===== config.mk =====
export PLATFORM = sky130hd
export DESIGN_NAME = power_sequencer
export DESIGN_NICKNAME = d
export VERILOG_FILES = /design/src/rtl/power_sequencer.sv
export SDC_FILE = /design/constraint.sdc
export NUM_CORES = 1
export LEC_CHECK = 0
export ABC_AREA = 1
export CAP_MARGIN = 20
export CELL_PAD_IN_SITES_DETAIL_PLACEMENT = 1
export CELL_PAD_IN_SITES_GLOBAL_PLACEMENT = 1
export CORE_UTILIZATION = 43
export DETAILED_ROUTE_END_ITERATION = 10
export HOLD_SLACK_MARGIN = 0.12
export PLACE_DENSITY = 0.91
export SYNTH_ARGS = -nofsm -noshare
export SYNTH_HDL_FRONTEND = slang
export SYNTH_SLANG_ARGS = --single-unit
export TNS_END_PERCENT = 10

===== constraint.sdc =====
create_clock -name clk -period 2.65 [get_ports clk]
set_input_delay 0.265 -clock clk [delete_from_list [all_inputs] [get_ports clk]]
set_output_delay 0.265 -clock clk [all_outputs]
set_load 0.05 [all_outputs]

===== src/rtl/power_sequencer.sv =====
// Power-on sequencer: debounces a power request, starts the voltage monitor,
// waits for it to report power-on, retries with backoff on timeout or
// brownout, and latches a fault once the retry budget is used up.
//
// state    | meaning
// ---------+----------------------------------------------------------
// OFF      | idle, monitor disabled, retry count cleared
// DEBOUNCE | pwr_req must stay high for DEBOUNCE_CYCLES
// START    | monitor enabled, waiting up to SETTLE_CYCLES for mon_on
// ON       | power up and stable, pwr_good asserted
// BACKOFF  | monitor held off for BACKOFF_CYCLES before the next try
// FAULT    | retries exhausted, waits for clear_fault with pwr_req low
//
// Parameters must be >= 1; the three cycle counts must be <= 2**24.
module power_sequencer #(
  parameter int unsigned DEBOUNCE_CYCLES = 50000,
  parameter int unsigned SETTLE_CYCLES   = 500000,
  parameter int unsigned BACKOFF_CYCLES  = 2500000,
  parameter int unsigned MAX_RETRIES     = 3
) (
  input  logic       clk,
  input  logic       reset_n,
  input  logic       pwr_req,
  input  logic       pwr_off,
  input  logic       clear_fault,
  input  logic       mon_on,
  output logic       mon_start,
  output logic       pwr_good,
  output logic       fault,
  output logic [3:0] retry_count,
  output logic [2:0] state_dbg
);

  typedef enum logic [2:0] {
    S_OFF      = 3'd0,
    S_DEBOUNCE = 3'd1,
    S_START    = 3'd2,
    S_ON       = 3'd3,
    S_BACKOFF  = 3'd4,
    S_FAULT    = 3'd5
  } state_t;

  // Terminal counts; the counter runs from 0 up to N-1.
  localparam logic [23:0] DEB_LAST    = 24'(DEBOUNCE_CYCLES - 1);
  localparam logic [23:0] SETTLE_LAST = 24'(SETTLE_CYCLES - 1);
  localparam logic [23:0] BACKOFF_LAST = 24'(BACKOFF_CYCLES - 1);

  state_t      state;
  state_t      next_state;
  logic [23:0] cnt;
  logic [23:0] cnt_next;
  logic        retry_inc;
  logic [3:0]  retry_next;
  logic        retries_spent;

  assign retries_spent = 32'(retry_count) >= MAX_RETRIES;

  // Next-state decode; pwr_off overrides everything except a latched fault.
  always_comb begin
    next_state = state;
    retry_inc  = 1'b0;
    case (state)
      S_OFF: begin
        if (pwr_req) next_state = S_DEBOUNCE;
      end
      S_DEBOUNCE: begin
        if (!pwr_req)             next_state = S_OFF;
        else if (cnt == DEB_LAST) next_state = S_START;
      end
      S_START: begin
        if (mon_on) begin
          next_state = S_ON;
        end else if (cnt == SETTLE_LAST) begin
          next_state = S_BACKOFF;
          retry_inc  = 1'b1;
        end
      end
      S_ON: begin
        if (!pwr_req) begin
          next_state = S_OFF;
        end else if (!mon_on) begin
          next_state = S_BACKOFF;
          retry_inc  = 1'b1;
        end
      end
      S_BACKOFF: begin
        if (cnt == BACKOFF_LAST) begin
          if (retries_spent) next_state = S_FAULT;
          else               next_state = S_START;
        end
      end
      S_FAULT: begin
        if (clear_fault && !pwr_req) next_state = S_OFF;
      end
      default: next_state = S_OFF;
    endcase
    if (pwr_off && state != S_FAULT) begin
      next_state = S_OFF;
      retry_inc  = 1'b0;
    end
  end

  // Counter and retry bookkeeping for the next cycle.
  always_comb begin
    cnt_next = 24'd0;
    if (next_state == state &&
        (state == S_DEBOUNCE || state == S_START || state == S_BACKOFF))
      cnt_next = cnt + 24'd1;
    retry_next = retry_count;
    if (next_state == S_OFF)
      retry_next = 4'd0;
    else if (retry_inc && retry_count != 4'hF)
      retry_next = retry_count + 4'd1;
  end

  // State, counter and registered outputs, all decoded from the next state.
  always_ff @(posedge clk or negedge reset_n) begin
    if (!reset_n) begin
      state       <= S_OFF;
      cnt         <= 24'd0;
      retry_count <= 4'd0;
      mon_start   <= 1'b0;
      pwr_good    <= 1'b0;
      fault       <= 1'b0;
    end else begin
      state       <= next_state;
      cnt         <= cnt_next;
      retry_count <= retry_next;
      mon_start   <= (next_state == S_START) || (next_state == S_ON);
      pwr_good    <= (next_state == S_ON);
      fault       <= (next_state == S_FAULT);
    end
  end

  assign state_dbg = state;

endmodule


### Yosys cells after proc, flatten, opt, wreduce, memory -nomap -nowiden

Cells that the tools add are included.

| operators by class | value |
|---|---|
| shifts and indexed selects | 0 |
| equality and inequality tests | 14 |
| multiplexer cells | 21 |
| $add $sub $neg | 2 |
| bitwise operators | 0 |
| div/mod/pow operators | 0 |
| $mul | 0 |
| reduce and logical (&&, ||, !) cells | 11 |
| $lt $le $gt $ge | 1 |

Operators by type and width:

| cell | count |
|---|---|
| 3-bit two-way mux | 11 |
| 24-bit by 1-bit adder with 24-bit output (second input constant) | 1 |
| 24-bit by 16-bit == test with 1-bit output (second input constant) | 1 |
| 24-bit by 19-bit == test with 1-bit output (second input constant) | 1 |
| 24-bit by 22-bit == test with 1-bit output (second input constant) | 1 |
| 24-bit two-way mux | 1 |
| 3-bit case mux with 6 select lines | 1 |
| 3-bit by 2-bit == test with 1-bit output (second input constant) | 4 |
| 3-bit == test (second input constant) | 3 |
| 4-bit two-way mux | 2 |
| 3-bit logical NOT | 2 |
| 1-bit two-way mux | 5 |
| 4-bit by 1-bit adder with 4-bit output (second input constant) | 1 |
| 4-bit by 2-bit >= comparator with 1-bit output (second input constant) | 1 |
| 1-bit logical AND | 4 |
| 4-bit inequality test (second input constant) | 1 |
| 3-bit by 1-bit == test with 1-bit output (second input constant) | 1 |
| 3-bit == test | 1 |
| 1-bit logical OR | 3 |
| 3-bit inequality test (second input constant) | 1 |
| 1-bit case mux with 2 select lines | 1 |
| 2-bit nonzero test | 1 |
| 1-bit logical NOT | 1 |

| storage, ports and cells | value |
|---|---|
| bits of input ports | 6 |
| flip-flop bits (word level) | 34 |
| word-level logic and storage cells | 55 |
| memories kept | 0 |
| latch bits | 0 |
| bits in read-only memories | 0 |
| RAM bits | 0 |

### Longest topological paths before layout

Gate-level depths: netlist of the first run.

| logic depth | value |
|---|---|
| depth in word-level cells | 8 |
| depth in mapped cells | 16 |
| gate-level depth less buffers | 15 |

### Least setup slack after synthesis of the first run

No wires, ideal clock.

| timing | value |
|---|---|
| path kind | register -> register |
| start point | reg state[2] (netlist: state_dbg[2]) |
| end point | reg cnt[16] |
| slack | 0.522 ns |
| buffers on the path | 1 |
| stages on the path, launching flop included | 15 |
| arrival | 2.005 ns |
| period minus slack after synthesis | 2.128 ns |
| library setup time | 0.122 ns |
| cell sequence | dfrtp_1 inv_1 nand2_1 nor2_1 o21ai_0 nand2_1 a21oi_1 nand2_1 nand2_1 nand2_1 nand2_1 nor2_2 nand2_2 buf_6 nor2_2 |

| between the ends | value |
|---|---|
| cells in the longest elaborated chain, start to end | 7 |

Ends and longest elaborated chain:

| what | RTL line | RTL |
|---|---|---|
| from (decl) | 48 | `state_t state;` |
| from (signal assigned) | 126 | `state <= next_state;` |
| 3-bit two-way mux, on equally long branches | 81, 68, 73 |  |
| 3-bit two-way mux, on equally long branches | 79, 67, 71 |  |
| 3-bit case mux with 6 select lines | 62 | `case (state)` |
| 3-bit two-way mux | 97 | `if (pwr_off && state != S_FAULT) begin` |
| 3-bit == test | 106 | `if (next_state == state &&` |
| 1-bit logical AND (*) | 106 |  |
| 24-bit two-way mux (*) | 106 |  |
| named net cnt_next[16] | 51 | `logic [23:0] cnt_next;` |
| to (signal assigned) | 127 | `cnt <= cnt_next;` |
| to (decl) | 50 | `logic [23:0] cnt;` |

The timed path passes the listed nets; every way through them passes the cells marked *.
A chain may end at the register's enable or synchronous reset.

### Final worst setup path of the first run

| timing | value |
|---|---|
| start point | reg cnt[0] |
| end point | reg cnt[2] |

| between the ends | value |
|---|---|
| cells in the longest elaborated chain, start to end | 8 |

Ends and longest elaborated chain:

| what | RTL line |
|---|---|
| 24-bit by 19-bit == test with 1-bit output / 24-bit by 16-bit == test with 1-bit output (equally long branches) | 73, 68 |
| 3-bit two-way mux, on equally long branches | 73, 68 |
| 3-bit two-way mux, on equally long branches | 71, 67 |
| 3-bit case mux with 6 select lines | 62 |
| 3-bit two-way mux | 97 |
| 3-bit == test | 106 |
| 1-bit logical AND | 106 |
| 24-bit two-way mux (*) | 106 |
| named net cnt_next[2] | 51 |

Marked as above.

==> out/qor.yml, run 1 <==
power:
  leakage_nw: 1.12
  pwr-share-seq_pct: 53.2
  power_density_mw_per_mm2: 396
  combPwrFrac_pct: 5.3
  p_switching_mw: 0.238
  p_sw_share_pct: 24.1
  irDropWorstVdd_uv: 242
  clock_power_share_pct: 41.5
  p_int_mw: 0.748
setup_path:
  crit_top_cell: "nand2_1"
  critPathSlowestCell: "dfrtp_1"
  worstPathBufferInverterCount: 1
  worstPathCellList: "ha_1 > nand3_2 > nor2_1 > nand3_1 > nand2_1 > nand2_1 > nor2_1 > nand2_1 > nand2_2 > nand2_1 > nand2_1 > nor2_2 > nand2_2 > buf_12 > nor2_1"
  path_max_fanout: 24
  cpLargestDelayFamily: "simple AND/OR/NAND/NOR gates"
  crit_arrival_ns: 2.39
  crit_required_ns: 2.83
  start_kind: "flip-flop"
  criticalPathCategory: "flip-flop to flip-flop"
  slowest_delay_ns: 0.39
  end_kind: "flip-flop"
global_route:
  grt_max_degree: 35
  grt_pass1_vias: 2022
  track_usage_pct: 24.1
  gr-total-overflow: 0
  antenna_found_initial: 0
  grt_first_pass_wirelength_um: 9680
status:
  status: "completed"
logic_synthesis:
  synth_top_area_cell: "dfrtp_1"
  syn_area_per_cell_um2: 7.32
  synth_seq_area_share_pct: 39.1
  syn-cell-area_mm2: 0.00217
  yosys_warnings: 0
  ys_seq_elements: 34
  synth_area_leaders: "dfrtp_1 (39%), nand2_1 (11%), nor2_1 (8.1%)"
  syn_nets: 305
  syn_inst: 297
  yosysTopAreaCellShare_pct: 39.1
  ys_types: 27
detailed_routing:
  post-route-drc-count: 0
  antenna_left: 0
  drt_wl_total_um: 5660
  drt_iter0_markers: 102
  via_count: 1945
  routed_via_density: 5.07
  first_pass_iters: 4
  wl_per_cell_um: 14.7
die:
  core_area_mm2: 0.00479
  die_y_um: 73.1
  rows: 25
  die-area_mm2: 0.00534
  start_util_pct: 45.4
  die_width_um: 73.1
  io_pins: 16
clock_tree:
  numClockSinks: 34
  cts_resized: 0
  clock_path_buffers: 2
  htreeDepth: 2
  post_cts_buffers: 0
  cts_made_buffers: 5
  cts.clk_slew.worst_paths_ns: 0.07
  cts_hold_buf: 0
  cts_root_buf: "clkbuf_8"
  clock_latency_ns: 0.29
  cts_tree: "yes"
run:
  maxCapViolCount: 0
sta:
  max_freq_mhz: 452
  setup_viol: 0
  slew_violations: 0
  worstMarginPinSlew_ns: 0.527
  fin_crit_ns: 2.21
  finalCritPeriodShare_pct: 83.6
  finalSetupTns_ns: 0
  slew_headroom_pct: 64.7
  rsz0062_at_grt: "false"
  skew_ns: 0.00758
  final_hold_viol_count: 0
final_layout:
  finalNonFillerCells: 384
  layout.nets: 324
  areaGrowthSynthToFinish_pct: 14.4
  drive_gt1_share_pct: 15.8
  n_antenna_cell: 0
placed_design:
  gp_congestion: 0.846
  dp.cells: 376
  port_buffers: 15
  place_hpwl_um: 4310
worst_hold_path:
  hp-class: "input port to async pin"
## cell usage after synthesis
master and count:
nand2_1 64, nor2_1 47, inv_1 36, dfrtp_1 34, nor2_2 27, nand3_1 20
xor2_1 18, nand4_1 9, o21ai_0 7, inv_2 5, nor3_1 5, nand2_2 3
nor3_2 3, a21oi_1 2, buf_6 2, ha_1 2, nor4_1 2, xnor2_1 2
a32oi_1 1, and3_1 1, buf_2 1, buf_4 1, clkbuf_2 1, mux2_2 1
nand3_2 1, nor2_4 1, o21a_1 1
## power groups by stage
stage          Sequential (mW)  Combinational, mW  Clock [mW]
2_1_floorplan            0.535             0.0255           0
3_3_place_gp             0.534             0.0521           0
3_5_place_dp             0.534             0.0535           0
4_1_cts                  0.524             0.0537       0.424
5_1_grt                  0.524             0.0585       0.438
6_report                 0.524             0.0525       0.409
## logic make-up after synthesis
group	share of synthesized area, %
AOI/OAI and AO/OA	2.82
buffers and inverters	8.92
and+or+nand+nor	39.4
adders and majority gates	1.15
muxes	0.518
DFF	39.1
xor gates and xnor gates	8.06
## registers in the layout, indices dropped and copies added, names as in the netlist
name / cells
cnt: 24
fault: 1
mon_start: 1
pwr_good: 1
retry_count: 4
state_dbg: 3
## metrics by stage
step / area (um2) / setup WS (ns) / power (mW) / utilization [%] / hold slack (ns)
after floorplan: 2170 / 0.522 / 0.560 / - / -0.0306
after CTS: 2490 / 0.438 / 1.00 / 51.9 / 0.403
after detailed placement: 2390 / 0.335 / 0.588 / 50.0 / 0.479
after global routing: 2490 / 0.142 / 1.02 / 51.9 / 0.434
after global placement: 2390 / 0.371 / 0.586 / 50.0 / 0.445
final: 2490 / 0.436 / 0.986 / 51.9 / 0.383
## worst reg2reg max path: cells and delay by family (launching register included)
kind / cells / cell delay, ns
adders and majority gates: 1 / 0.24
buffers and inverters: 1 / 0.19
and+or+nand+nor: 13 / 1.29
DFF: 1 / 0.39
## final cells by class
class | count | area (um2)
multi-input combinational | 217 | 1130
clock buffer | 7 | 86.3
sequential | 34 | 851
timing repair buffer | 17 | 178
clock inverter | 1 | 5.00
tap | 67 | 83.8
fill | 627 | 2300
inverter | 41 | 154
## cell usage in the layout (no fill, tap or decap), types with 2 or more instances in the layout
| cell type | n |
|---|---|
| a21oi_1 | 2 |
| clkbuf_8 | 6 |
| clkdlybuf4s50_1 | 15 |
| dfrtp_1 | 34 |
| ha_1 | 2 |
| inv_1 | 36 |
| inv_2 | 5 |
| nand2_1 | 64 |
| nand2_2 | 3 |
| nand3_1 | 20 |
| nand4_1 | 9 |
| nor2_1 | 47 |
| nor2_2 | 27 |
| nor3_1 | 5 |
| nor3_2 | 3 |
| nor4_1 | 2 |
| o21ai_0 | 7 |
| xnor2_1 | 2 |
| xor2_1 | 18 |
## routing by layer
layer	vias up	track usage (%)	wire [um]	part of all wire, %
met1	954	32.8	2730	48
met5	-	0	0	0
met2	27	38.8	2700	48
met4	0	6.32	84	1.5
li1	956	-	-	-
met3	8	4.97	139	2.5
## worst paths after layout
kind                                  startpoint           endpoint  slack (ns)  depth (start not counted)
worst max-delay path            cnt[0]$_DFF_PN0_   cnt[2]$_DFF_PN0_        0.44                         15
worst min-delay path                     reset_n  cnt[11]$_DFF_PN0_        0.38                          2
worst max register to register  cnt[0]$_DFF_PN0_   cnt[2]$_DFF_PN0_        0.44                         15
worst min register to register  cnt[0]$_DFF_PN0_   cnt[0]$_DFF_PN0_        0.49                          1
max in group asynchronous                reset_n  cnt[15]$_DFF_PN0_        1.93                          2
min in group clk                cnt[0]$_DFF_PN0_   cnt[0]$_DFF_PN0_        0.49                          1
No activity file was read; power rests on OpenSTA's default activity.
==> run 2, diff against run 1 <==
--- a/config.mk
+++ b/config.mk
@@ -9,10 +9,10 @@
 export CAP_MARGIN = 20
 export CELL_PAD_IN_SITES_DETAIL_PLACEMENT = 1
 export CELL_PAD_IN_SITES_GLOBAL_PLACEMENT = 1
-export CORE_UTILIZATION = 43
+export CORE_UTILIZATION = 39
 export DETAILED_ROUTE_END_ITERATION = 10
 export HOLD_SLACK_MARGIN = 0.12
-export PLACE_DENSITY = 0.91
+export PLACE_DENSITY = 0.87
 export SYNTH_ARGS = -nofsm -noshare
 export SYNTH_HDL_FRONTEND = slang
 export SYNTH_SLANG_ARGS = --single-unit
==> constraint.sdc (replaced) <==
create_clock -name clk -period 2 [get_ports clk]
set_input_delay 0.2 -clock clk [delete_from_list [all_inputs] [get_ports clk]]
set_output_delay 0.2 -clock clk [all_outputs]
set_load 0.05 [all_outputs]
==> run 2 against run 1 <==
Net effect: the run now ends with setup timing left; setup slack worse by 0.75 ns; clock power up 100%; global-route usage down 0.93 points; sequential share of layout area down 5.1 points; via count up 16%; clock skew up 0.0065 ns; power up 65%; critical path type unchanged; largest cell class unchanged.
==> out/qor.yml, run 2 (synthesized netlist as in run 1, its figures left out) <==
global_route:
  gr-total-overflow: 0  # unchanged
  grt_pass1_vias: 2231  # +10%
  antenna_found_initial: 0  # unchanged
  grt_max_degree: 35  # unchanged
  grt_first_pass_wirelength_um: 10600  # +9.9%
  track_usage_pct: 23.1  # -0.93 points
final_layout:
  final_common_cell: "nand2_1"
  areaGrowthSynthToFinish_pct: 36.2
  layout.nets: 351  # +8.3%
  stdcell_area_mm2: 0.00296  # +19%
  finalNonFillerCells: 414  # +7.8%
  top_register: "cnt"
  final_util_pct: 56.5  # +4.6 points
  final_cell_mix: "nand2_1 (57), nor2_2 (34), nor2_1 (34)"
  largest_register_ffs: 24  # unchanged
  n_antenna_cell: 0  # unchanged
  drive_gt1_share_pct: 34.0  # +18 points
status:
  status: "finished with violations"
  violations: "setup timing"
die:
  die_y_um: 76.7  # +4.9%
  die_width_um: 76.7  # +4.9%
  start_util_pct: 41.5  # -3.9 points
  core_area_mm2: 0.00524  # +9.4%
  die-area_mm2: 0.00588  # +10%
  rows: 26  # +4.0%
  io_pins: 16  # unchanged
sta:
  final_hold_viol_count: 0  # unchanged
  max_freq_mhz: 433  # -4.1%
  setup_viol: 25  # +25
  fin_hold_ws_ns: 0.301  # -0.0820 ns
  rsz0062_at_grt: "true"
  skew_ns: 0.0141  # +0.00652 ns
  worst_slack_ns: -0.310  # -0.745 ns
  slew_violations: 0  # unchanged
  fin_crit_ns: 2.31  # +0.0952 ns
  finalCritPeriodShare_pct: 115  # +32 points
  slew_headroom_pct: 65.4  # +0.71 points
  worstMarginPinSlew_ns: 0.517  # -0.0106 ns
detailed_routing:
  drt_iter0_markers: 104  # +2.0%
  wl_per_cell_um: 19.1  # +29%
  post-route-drc-count: 0  # unchanged
  wl_met2_um: 3880  # +44%
  wl_met3_um: 411  # +200%
  routed_via_density: 5.43  # +7.3%
  highest_layer: "met4"
  drt_wl_total_um: 7890  # +39%
  via_count: 2249  # +16%
  antenna_left: 0  # unchanged
  first_pass_iters: 4  # unchanged
  wl_met1_um: 3380  # +24%
setup_path:
  path_max_fanout: 5  # -79%
  start_kind: "flip-flop"
  crit_arrival_ns: 2.49  # +0.10 ns
  reg2reg_depth: 14  # -1
  end_kind: "flip-flop"
  criticalPathCategory: "flip-flop to flip-flop"
  crit_required_ns: 2.18  # -0.65 ns
power:
  leakage_nw: 1.33  # +19%
  irDropWorstVdd_uv: 335  # +39%
  clock_power_share_pct: 50.3  # +8.8 points
  p_switching_mw: 0.357  # +50%
  p_sw_share_pct: 22.0  # -2.2 points
  combPwrFrac_pct: 7.0  # +1.7 points
  power_density_mw_per_mm2: 549  # +39%
  pwr-share-seq_pct: 42.7  # -10 points
  p_int_mw: 1.27  # +70%
run:
  maxCapViolCount: 0  # unchanged
worst_hold_path:
  hp-class: "input port to async pin"
clock_tree:
  clock_path_buffers: 2  # unchanged
  numClockSinks: 34  # unchanged
  cts_made_buffers: 5  # unchanged
  cts_tree: "yes"
  htreeDepth: 2  # unchanged
  cts.clk_slew.worst_paths_ns: 0.08  # about the same
  cts_root_buf: "clkbuf_8"
  clock_latency_ns: 0.30  # about the same
placed_design:
  place_hpwl_um: 4450  # +3.1%
  dpl_cell_area_mm2: 0.00254  # +6.0%
  port_buffers: 15  # unchanged
  dp.cells: 397  # +5.6%
  gp_congestion: 0.861  # +1.8%
[run 2: layer usage]
metal | track usage [%] | vias to the layer above
li1 | - | 1017
met3 | 4.29 | 24
met1 | 29.9 | 1126
met4 | 6.92 | 0
met5 | 0 | -
met2 | 39.2 | 82
[run 2: final timing paths]
check,from,end,slack [ns]
max,cnt[21]$_DFF_PN0_,cnt[10]$_DFF_PN0_,-0.31
max reg2reg,cnt[21]$_DFF_PN0_,cnt[10]$_DFF_PN0_,-0.31
max in group asynchronous,reset_n,state_dbg[1]$_DFF_PN0_,1.34
min in group clk,cnt[23]$_DFF_PN0_,cnt[23]$_DFF_PN0_,0.62
min reg2reg,cnt[23]$_DFF_PN0_,cnt[23]$_DFF_PN0_,0.62
min,reset_n,cnt[4]$_DFF_PN0_,0.30
[run 2: critical path, cell delays in order, from the launching register on]
cell	delay (ns)
dfrtp_1	0.41
inv_1	0.09
nor2_1	0.20
nand2_1	0.11
nor2_1	0.15
nand3_2	0.12
nand2_1	0.08
nand3_1	0.09
nand2_1	0.11
nand2_1	0.11
nor2_1	0.27
nor2_4	0.08
nand2_4	0.16
clkbuf_16	0.18
nor2_2	0.03
[run 2: metrics by stage]
step,total power [mW],setup TNS (ns),setup WS (ns)
floorplan,0.742,0,0.00368
global placement,0.785,-2.43,-0.106
detailed placement,0.787,-4.27,-0.189
CTS,1.60,-0.956,-0.0545
global route,1.67,-10.51,-0.444
finish,1.63,-7.00,-0.310
[run 2: repair_timing]
item,4_1_cts,5_1_grt
cloned,0,3
pin swaps,0,12
buffers inserted,2,4
endpoints found under the setup margin,28,28
resized for setup,12,37
hold buffers,0,0
[run 2: power by group through the flow]
stage	clock [mW]	sequential [mW]	combinational (mW)
after detailed placement	0	0.706	0.0810
after global routing	0.858	0.694	0.120
after global placement	0	0.706	0.0793
final	0.817	0.694	0.114
after CTS	0.825	0.693	0.0828
after floorplan	0	0.709	0.0338
[run 2: area by class of cell]
class,count,area (um2)
clock buffer,6,82.6
timing repair buffer,44,427
multi-input combinational,217,1290
clock inverter,2,60.1
tap,70,87.6
inverter,41,154
fill,650,2280
sequential,34,861
